==> config.mk <==
export PLATFORM = sky130hd
export DESIGN_NAME = fetch_stage_flat
export DESIGN_NICKNAME = d
export VERILOG_FILES = /design/src/rtl/fetch_stage_pkg.sv /design/src/rtl/fetch_stage_if.sv /design/src/rtl/fetch_stage_skid_buffer.sv /design/src/rtl/fetch_stage.sv /design/src/flat_wrapper.sv
export SDC_FILE = /design/constraint.sdc
export NUM_CORES = 1
export LEC_CHECK = 0
export ABC_AREA = 1
export BUFFER_PORTS_ARGS = -buffer_cell sky130_fd_sc_hd__buf_2
export CAP_MARGIN = 5
export CORE_MARGIN = 10
export CORE_UTILIZATION = 50
export CTS_CLUSTER_DIAMETER = 60
export DETAILED_ROUTE_END_ITERATION = 8
export GPL_ROUTABILITY_DRIVEN = 0
export GPL_TIMING_DRIVEN = 0
export PLACE_DENSITY = 0.73
export SLEW_MARGIN = 5
export SYNTH_ARGS = -nofsm -noshare
export SYNTH_HDL_FRONTEND = slang
export SYNTH_SLANG_ARGS = --single-unit
export TNS_END_PERCENT = 1
==> constraint.sdc <==
create_clock -name clk -period 4.8 [get_ports clk]
set_input_delay 0.24 -clock clk [delete_from_list [all_inputs] [get_ports clk]]
set_output_delay 0.24 -clock clk [all_outputs]
set_load 0.05 [all_outputs]
==> src/rtl/fetch_stage_pkg.sv <==
// Shared types for the LC-3b fetch front end: word type, fetch FSM states,
// output-register update selects and the sequential PC increment.
package fetch_stage_pkg;

  typedef logic [15:0] lc3b_word;

  typedef enum logic [1:0] {
    FETCH   = 2'd0,
    HOLD    = 2'd1,
    DISCARD = 2'd2
  } lc3b_fetch_state;

  // How the if_* output registers update on the next edge.
  typedef enum logic [1:0] {
    OUT_KEEP   = 2'd0,
    OUT_MEM    = 2'd1,
    OUT_BUF    = 2'd2,
    OUT_BUBBLE = 2'd3
  } fetch_out_sel_e;

  // Byte step between sequential LC-3b instructions; decode reuses it.
  localparam lc3b_word LC3B_PC_STEP = 16'd2;

  // Sequential increment; 16-bit modulo, so 16'hFFFE + 2 wraps to 16'h0000.
  function automatic lc3b_word pc_add(input lc3b_word pc, input lc3b_word step);
    return pc + step;
  endfunction

endpackage

==> src/rtl/fetch_stage_if.sv <==
// Instruction-memory read port. Fetch is the master (issues read/address),
// the memory is the slave (returns a one-cycle resp with rdata).
interface fetch_stage_if;
  import fetch_stage_pkg::*;

  logic     imem_read;
  lc3b_word imem_address;
  logic     imem_resp;
  lc3b_word imem_rdata;

  modport master (
    output imem_read,
    output imem_address,
    input  imem_resp,
    input  imem_rdata
  );

  modport slave (
    input  imem_read,
    input  imem_address,
    output imem_resp,
    output imem_rdata
  );

endinterface

==> src/rtl/fetch_stage_skid_buffer.sv <==
// One-entry skid buffer plus the if_* output registers. The buffer catches a
// response that arrives while decode is stalled; the output mux loads either
// fresh memory data or the buffered word.
module fetch_stage_skid_buffer
  import fetch_stage_pkg::*;
(
  input  logic           clk,
  input  logic           reset,
  input  logic           capture_i,
  input  lc3b_word       rdata_i,
  input  fetch_out_sel_e out_sel_i,
  input  lc3b_word       out_pc_i,
  output logic           if_valid_o,
  output lc3b_word       if_ir_o,
  output lc3b_word       if_pc_o
);

  lc3b_word buf_q;
  logic     valid_q, valid_d;
  lc3b_word ir_q, ir_d;
  lc3b_word pc_q, pc_d;

  // Capture stalled response data; the word is simply ignored if squashed.
  always_ff @(posedge clk) begin
    if (reset) begin
      buf_q <= '0;
    end else if (capture_i) begin
      buf_q <= rdata_i;
    end
  end

  // Next value of the output registers from the FSM's select.
  always_comb begin
    valid_d = valid_q;
    ir_d    = ir_q;
    pc_d    = pc_q;
    case (out_sel_i)
      OUT_MEM: begin
        valid_d = 1'b1;
        ir_d    = rdata_i;
        pc_d    = out_pc_i;
      end
      OUT_BUF: begin
        valid_d = 1'b1;
        ir_d    = buf_q;
        pc_d    = out_pc_i;
      end
      OUT_BUBBLE: valid_d = 1'b0;
      default: ;
    endcase
  end

  // Output registers seen by decode.
  always_ff @(posedge clk) begin
    if (reset) begin
      valid_q <= 1'b0;
      ir_q    <= '0;
      pc_q    <= '0;
    end else begin
      valid_q <= valid_d;
      ir_q    <= ir_d;
      pc_q    <= pc_d;
    end
  end

  assign if_valid_o = valid_q;
  assign if_ir_o    = ir_q;
  assign if_pc_o    = pc_q;

endmodule

==> src/rtl/fetch_stage.sv <==
// LC-3b fetch stage: owns the fetch PC, issues one outstanding imem read at a
// time, squashes wrong-path fetches on a write-back redirect and feeds decode
// through a one-entry skid buffer.
//
// state   | meaning
// --------+----------------------------------------------------------------
// FETCH   | request at pc outstanding; response goes to decode or buffer
// HOLD    | decode stalled with a buffered word; no request issued
// DISCARD | redirect arrived mid-request; wait out the squashed response
module fetch_stage
  import fetch_stage_pkg::*;
#(
  parameter lc3b_word START_PC = 16'h0000,
  parameter lc3b_word PC_STEP  = LC3B_PC_STEP
) (
  input  logic                 clk,
  input  logic                 reset,
  input  logic                 branch_enable_i,
  input  lc3b_word             branch_target_i,
  input  logic                 stall_i,
  fetch_stage_if.master        imem_if,
  output logic                 if_valid_o,
  output lc3b_word             if_ir_o,
  output lc3b_word             if_pc_o
);

  lc3b_fetch_state state_q, state_d;
  lc3b_word        pc_q, pc_d;
  lc3b_word        tgt_q, tgt_d;
  lc3b_word        pc_plus;
  logic            read_req;
  logic            capture;
  fetch_out_sel_e  out_sel;
  lc3b_word        out_pc;

  assign pc_plus = pc_add(pc_q, PC_STEP);

  // State, PC and pending-redirect registers.
  always_ff @(posedge clk) begin
    if (reset) begin
      state_q <= FETCH;
      pc_q    <= START_PC;
      tgt_q   <= '0;
    end else begin
      state_q <= state_d;
      pc_q    <= pc_d;
      tgt_q   <= tgt_d;
    end
  end

  // Next state and datapath controls; redirect outranks response outranks stall.
  always_comb begin
    state_d  = state_q;
    pc_d     = pc_q;
    tgt_d    = tgt_q;
    read_req = 1'b0;
    capture  = 1'b0;
    out_sel  = OUT_KEEP;
    out_pc   = pc_plus;
    case (state_q)
      FETCH: begin
        read_req = 1'b1;
        if (branch_enable_i && imem_if.imem_resp) begin
          pc_d    = branch_target_i;
          out_sel = OUT_BUBBLE;
        end else if (branch_enable_i) begin
          tgt_d   = branch_target_i;
          out_sel = OUT_BUBBLE;
          state_d = DISCARD;
        end else if (imem_if.imem_resp && !stall_i) begin
          pc_d    = pc_plus;
          out_sel = OUT_MEM;
        end else if (imem_if.imem_resp) begin
          pc_d    = pc_plus;
          capture = 1'b1;
          state_d = HOLD;
        end else if (!stall_i) begin
          out_sel = OUT_BUBBLE;
        end
      end
      HOLD: begin
        // pc already points past the buffered word, so it is the word's if_pc.
        out_pc = pc_q;
        if (branch_enable_i) begin
          pc_d    = branch_target_i;
          out_sel = OUT_BUBBLE;
          state_d = FETCH;
        end else if (!stall_i) begin
          out_sel = OUT_BUF;
          state_d = FETCH;
        end
      end
      DISCARD: begin
        // Squashed request must stay on the bus unchanged until it completes.
        read_req = 1'b1;
        out_sel  = OUT_BUBBLE;
        if (branch_enable_i) begin
          tgt_d = branch_target_i;
        end
        if (imem_if.imem_resp) begin
          pc_d    = branch_enable_i ? branch_target_i : tgt_q;
          state_d = FETCH;
        end
      end
      default: begin
        state_d = FETCH;
      end
    endcase
  end

  assign imem_if.imem_read    = read_req;
  assign imem_if.imem_address = pc_q;

  fetch_stage_skid_buffer u_skid (
    .clk        (clk),
    .reset      (reset),
    .capture_i  (capture),
    .rdata_i    (imem_if.imem_rdata),
    .out_sel_i  (out_sel),
    .out_pc_i   (out_pc),
    .if_valid_o (if_valid_o),
    .if_ir_o    (if_ir_o),
    .if_pc_o    (if_pc_o)
  );

endmodule

==> src/flat_wrapper.sv <==
// flat-port wrapper written by rule: the top's interface ports become plain ports
module fetch_stage_flat import fetch_stage_pkg::*;
#(
  parameter lc3b_word START_PC = 16'h0000,
  parameter lc3b_word PC_STEP  = LC3B_PC_STEP
)
  (clk, reset, branch_enable_i, branch_target_i, stall_i, if_valid_o, if_ir_o, if_pc_o, imem_if_imem_read, imem_if_imem_address, imem_if_imem_resp, imem_if_imem_rdata);
  fetch_stage_if imem_if_i ();
  input  logic clk;
  input  logic reset;
  input  logic branch_enable_i;
  input  lc3b_word branch_target_i;
  input  logic stall_i;
  output logic if_valid_o;
  output lc3b_word if_ir_o;
  output lc3b_word if_pc_o;
  output wire logic [$bits(imem_if_i.imem_read)-1:0] imem_if_imem_read;
  output wire logic [$bits(imem_if_i.imem_address)-1:0] imem_if_imem_address;
  input wire logic [$bits(imem_if_i.imem_resp)-1:0] imem_if_imem_resp;
  input wire logic [$bits(imem_if_i.imem_rdata)-1:0] imem_if_imem_rdata;
  assign imem_if_imem_read = imem_if_i.imem_read;
  assign imem_if_imem_address = imem_if_i.imem_address;
  assign imem_if_i.imem_resp = imem_if_imem_resp;
  assign imem_if_i.imem_rdata = imem_if_imem_rdata;
  fetch_stage #(.START_PC(START_PC), .PC_STEP(PC_STEP)) u_core (.clk(clk), .reset(reset), .branch_enable_i(branch_enable_i), .branch_target_i(branch_target_i), .stall_i(stall_i), .imem_if(imem_if_i), .if_valid_o(if_valid_o), .if_ir_o(if_ir_o), .if_pc_o(if_pc_o));
endmodule
=== Word level (Yosys, flattened, before mapping) ===
Cells that the tools add are included.

* Flip-flop bits (word level): 83
* Output and inout bits: 50
* Logic and storage cells: 69

* Add/sub/neg operators: 1
* Equal/unequal tests: 13
* Mux-type cells: 35
* Reductions and logical operators: 13

{| class="wikitable"
|+ Operator list
! cell !! number
|-
| 2-to-1 mux 16 bit || 9
|-
| case mux 16 bit (2 select lines) || 2
|-
| case mux 16 bit (3 select lines) || 1
|-
| 2-to-1 mux 2 bit || 14
|-
| adder 16 x 2 -> 16 bit, second input constant || 1
|-
| case mux 2 bit (3 select lines) || 2
|-
| AND reduction 5 bit || 2
|-
| inequality test 3 bit, second input constant || 3
|-
| equality test 2 bit, second input constant || 3
|-
| 2-to-1 mux 1 bit || 6
|-
| inequality test 2 bit, second input constant || 3
|-
| nonzero test 2 bit || 3
|-
| equality test 2 x 1 -> 1 bit, second input constant || 2
|-
| inequality test 4 x 2 -> 1 bit, second input constant || 1
|-
| OR reduction 2 bit || 2
|-
| inequality test 3 x 2 -> 1 bit, second input constant || 1
|-
| nonzero test 3 bit || 1
|-
| logical AND 1 bit || 2
|-
| logical NOT 2 bit || 1
|-
| case mux 1 bit (2 select lines) || 1
|-
| AND reduction 2 bit || 1
|-
| logical NOT 1 bit || 1
|}

=== Depth between registers and ports, before layout ===
* Depth in word-level cells: 9
* Gate-level depth with buffers: 14
* Depth with buffers taken out: 12

=== Cells and area by module ===
A second synthesis with hierarchy kept.

* Cells, all modules: 717
* Area, all modules: 4509.3 um^2

{| class="wikitable"
|+ By module, submodules not included
! module !! times used !! cells an instance !! area each (um^2) !! sequential area each (um^2)
|-
| fetch_stage || 1 || 432 || 2511.2 || 680.7
|-
| fetch_stage_skid_buffer || 1 || 285 || 1998.2 || 980.9
|}

=== Least setup slack after synthesis ===
OpenSTA, ideal clock, no wires.

* Kind: flip-flop to flip-flop
* Start: register u_core.state_q[1]
* End: register u_core.u_skid.pc_q[2], in the netlist u_core.u_skid.if_pc_o[2]
* Library setup time: 117 ps
* Arrival: 2339 ps
* Data required time: 4683 ps
* Setup slack: 2344 ps
* Stages on the path, launching flop included: 15
* Buffers on the path: 3
* Clock period less this slack: 2456 ps
* Path through: dfxtp_1 > inv_1 > ha_1 > buf_4 > inv_2 > nand2_1 > nand2_1 > o21ai_4 > nand2_1 > ha_1 > clkbuf_1 > clkbuf_1 > nand3_1 > o211ai_1 > inv_1

* Cells in the longest elaborated chain, start to end: 4
* Elaborated cells on any way between the ends: 8
* Classes of those cells: 4 x eq/ne; 2 x mux; 2 x reduce/logical

{| class="wikitable"
|+ Ends and longest elaborated chain
! item !! RTL line !! source
|-
| start, declared || fetch_stage.sv:27 || <nowiki>lc3b_fetch_state state_q, state_d;</nowiki>
|-
| start signal, assigned || fetch_stage.sv:45 || <nowiki>state_q <= state_d;</nowiki>
|-
| equality test 2 bit (tied with other cells) || fetch_stage.sv:60 || <nowiki>case (state_q)</nowiki>
|-
| case mux 2 bit (3 select lines) || fetch_stage.sv:60 ||
|-
| equality test 2 bit / equality test 2 x 1 -> 1 bit (equally long branches) || fetch_stage_skid_buffer.sv:37 || <nowiki>case (out_sel_i)</nowiki>
|-
| OR reduction 2 bit (no line) || n/a ||
|-
| end signal, assigned || fetch_stage_skid_buffer.sv:62 || <nowiki>pc_q <= pc_d;</nowiki>
|-
| end, declared || fetch_stage_skid_buffer.sv:21 || <nowiki>lc3b_word pc_q, pc_d;</nowiki>
|}

Several ways; a longest one is shown, not always the timed one.
A chain may end at the register's enable or synchronous reset.

=== Final worst setup path ===
* Start: register u_core.state_q[0]
* End: register u_core.u_skid.pc_q[2], in the netlist u_core.u_skid.if_pc_o[2]

The elaborated chain is that of the path after synthesis.

==> results by group <==
Final layout
  – Layout area overhead: 16.8%
  – Fin nets: 825
  – Most common cell after layout, fill and taps aside: nand2_1
  – Multi-input logic area: 2360 sq um
  – Antenna cells: 0
  – Most frequent cells in the layout: nand2_1, nor2_1, buf_2, dfxtp_1, o21ai_0
  – Share of cells above drive strength 1: 15.8%
  – Fill cells: 866
  – Register area: approximately 1700 sq um

Clock tree
  – Worst skew pair latency: around 0.36 ns
  – H-tree depth: 3
  – Post_cts resized: 0
  – CTS sink count: a little over 80
  – CTS tree: done
  – Clock transition at the registers of the reported paths: around 0.090 ns
  – Num CTS Buffers: 9
  – Number of post-CTS setup repair buffers: 0
  – Clk buf depth: 2
  – CTS Hold Bufs: 0
  – CTS root buf: clkbuf_8

Critical path
  – R2R Setup Slk: 1.74 ns
  – Crit path cell chain: inv_1, ha_1, inv_2, nor2_1, nor2_1, o21ai_4, nand2_1, ha_1, clkbuf_1, clkbuf_1, nand3_1, o211ai_1, inv_1
  – R2r worst-path depth: 13
  – Largest stage delay, worst path: 0.42 ns
  – Worst R2R Start: u_core.state_q[0]$_SDFFE_PP0P_
  – Slowest-stage cell, CP: clkbuf_1
  – Reg2reg end: u_core.u_skid.if_pc_o[2]$_SDFFE_PP0P_
  – Worst Path Required: 5.05 ns
  – Critical path arrival: 3.32 ns
  – Worst Path Max Fanout: 10
  – Crit path kind: flip-flop to flip-flop
  – CP endpoint kind: flip-flop
  – CP startpoint kind: flip-flop

Synth
  – Warnings from Yosys: 0
  – FFs w/ async S/R, synth: 0%
  – Post-Syn Nets: 730
  – Register area share after synthesis: 37.2%
  – EDFF count, synth: 0
  – Cell count after synthesis: between 600 and 700
  – Ys flop type: dfxtp_1
  – Synthesized flop and latch total: 83
  – Syn_area_per_cell: roughly 6.5 sq um
  – Synthesized area: 4470 sq um
  – Yosys cell types: 31

Floorplan
  – Initial core utilization: 51.2%
  – Core area: just under 9000 sq um
  – Die Width: 115 um
  – DIE AREA: approximately 13000 sq um
  – Row count: 34
  – I/O pin count: 87
  – Die H: about 110 um

Global route
  – GRT Overall Usage: 20.8%
  – GR met1 Demand/Resource: 26.4%
  – Initial antenna violation count: 0
  – Total grt overflow: 0
  – GRT met2 Usage: 33.5%
  – GR Layer Usage met3: 4.25%
  – GRT Max-Usage Layer: met2
  – Largest net degree at the start of global routing: 14
  – Global-route wire length before repair: 22.5 mm
  – Vias in the first global route: 4760

STA
  – Hold Vio Cnt, Final: 0
  – Setup TNS Final: 0 ns
  – Max Slew Vio Count: 0
  – RSZ-0062 raised after global routing: no
  – Tightest Pin Transition: 0.587 ns
  – Final setup fails: 0
  – Final period utilization: 63.8%
  – Min cycle time layout: 3.06 ns
  – Slew HR: 60.9%
  – Fmax achieved: 326 MHz
  – Setup Skew: between 0.008 and 0.009 ns
  – Post-route setup slack: 1.74 ns
  – Hold Slack: 0.120 ns

Power
  – PwrDens: 676 nW/um^2
  – Total power: 3.53 mW
  – Leakage: about 2.5 nW
  – Worst VDD drop: 503 uV

Min path
  – Hold Path End: u_core.u_skid.buf_q[13]$_SDFFE_PP0P_
  – Hold_sp: imem_if_imem_rdata[13]
  – Worst Hold Class: input port to flip-flop
  – Hold path depth: 3

Detailed routing
  – ANT nets after route: 0
  – Routed len/inst: 15.3 um
  – Starting DRC count in detailed routing: 473
  – Drt first pass iters: 5
  – Vias: 4875
  – Drc violations: 0
  – Routed WL: 13.6 mm
  – Routed vias/inst: 5.45

Placed design
  – Hpwl dp: 10.5 mm
  – Port Buf Inserts: 84
  – Pre-CTS setup slack: approximately 1.8 ns

Outcome
  – Status: completed

Run
  – Max_cap viols: 0
==> flip-flops by register name (all words and copies together), names as in the netlist <==
register / count
u_core.u_skid.buf_q: 16
u_core.tgt_q: 16
u_core.u_skid.if_valid_o: 1
u_core.imem_if.imem_address: 16
u_core.u_skid.if_pc_o: 16
u_core.state_q: 2
u_core.u_skid.if_ir_o: 16
==> metal layers <==
layer  vias up  part of all wire [%]
met5         -                     0
met4         0                   2.1
met3        25                   7.1
met2       178                    46
met1      2240                    45
li1       2432                     -
==> kinds of logic after synthesis <==
kind of cell             Yosys count  synth area share (%)
AO/OA/AOI/OAI                    177                  21.1
buffers and inverters            108                  9.91
flip-flops                        83                  37.2
adder cells (fa/ha/maj)            7                  1.96
XOR/XNOR                           8                  1.57
AND/OR/NAND/NOR                  303                  28.2
==> worst max-delay path, delay by kind of cell (launching register included) <==
| family | cells | cell delay, ns |
|---|---|---|
| AOI/OAI and AO/OA | 2 | 0.39 |
| buffers and inverters | 5 | 1.04 |
| adders and majority gates | 2 | 0.67 |
| and+or+nand+nor | 4 | 0.51 |
| DFF | 1 | 0.35 |
==> power breakdown <==
part	switching, mW	leakage (nW)	total [mW]	internal, mW
registers	0.156	0.685	1.07	0.909
clock network	0.265	0.0991	0.518	0.253
logic	1.44	1.73	1.94	0.508
==> Yosys cell counts (all sizes together), types with 3 or more instances <==
library cell,instances,share of area (%)
o21ai,83,9.5
buf,16,2.2
o211ai,4,0.67
xor2,3,0.59
a21oi,77,8.7
nand3,35,4.2
inv,63,5.3
nand2,140,12
dfxtp,83,37
a22oi,5,0.84
nor2,104,8.7
ha,7,2.0
a22o,3,0.59
nand4,21,2.9
xnor2,5,0.98
clkbuf,27,2.3
==> worst max path at each step <==
stage                                         from                                     to  slack [ns]  cells after the start
global route        u_core.state_q[0]$_SDFFE_PP0P_  u_core.u_skid.if_pc_o[2]$_SDFFE_PP0P_        1.35                     13
global placement    u_core.state_q[0]$_SDFFE_PP0P_  u_core.u_skid.if_pc_o[2]$_SDFFE_PP0P_        1.81                     12
finish              u_core.state_q[0]$_SDFFE_PP0P_  u_core.u_skid.if_pc_o[2]$_SDFFE_PP0P_        1.74                     13
detailed placement  u_core.state_q[0]$_SDFFE_PP0P_  u_core.u_skid.if_pc_o[2]$_SDFFE_PP0P_        1.76                     13
CTS                 u_core.state_q[0]$_SDFFE_PP0P_  u_core.u_skid.if_pc_o[2]$_SDFFE_PP0P_        1.73                     13
floorplan           u_core.state_q[1]$_SDFFE_PP0P_  u_core.u_skid.if_pc_o[2]$_SDFFE_PP0P_        2.34                     14
==> per-stage QoR <==
step	instances	cell area, sq um	util, %
global route	894	5220	59.8
finish	894	5220	59.8
global placement	878	5020	57.6
floorplan	686	4470	-
CTS	894	5220	59.8
detailed placement	878	5020	57.6
==> area by class of cell <==
type | instances | area share (%)
Timing Repair Buffer | 84 | 8.06
Tap cell | 108 | 2.59
Clock buffer | 11 | 2.71
Clock inverter | 5 | 1.01
Buffer | 43 | 3.81
Multi-Input combinational cell | 495 | 45.3
Inverter | 65 | 4.68
Sequential cell | 83 | 31.8
Power figures use the tool's default switching activity.
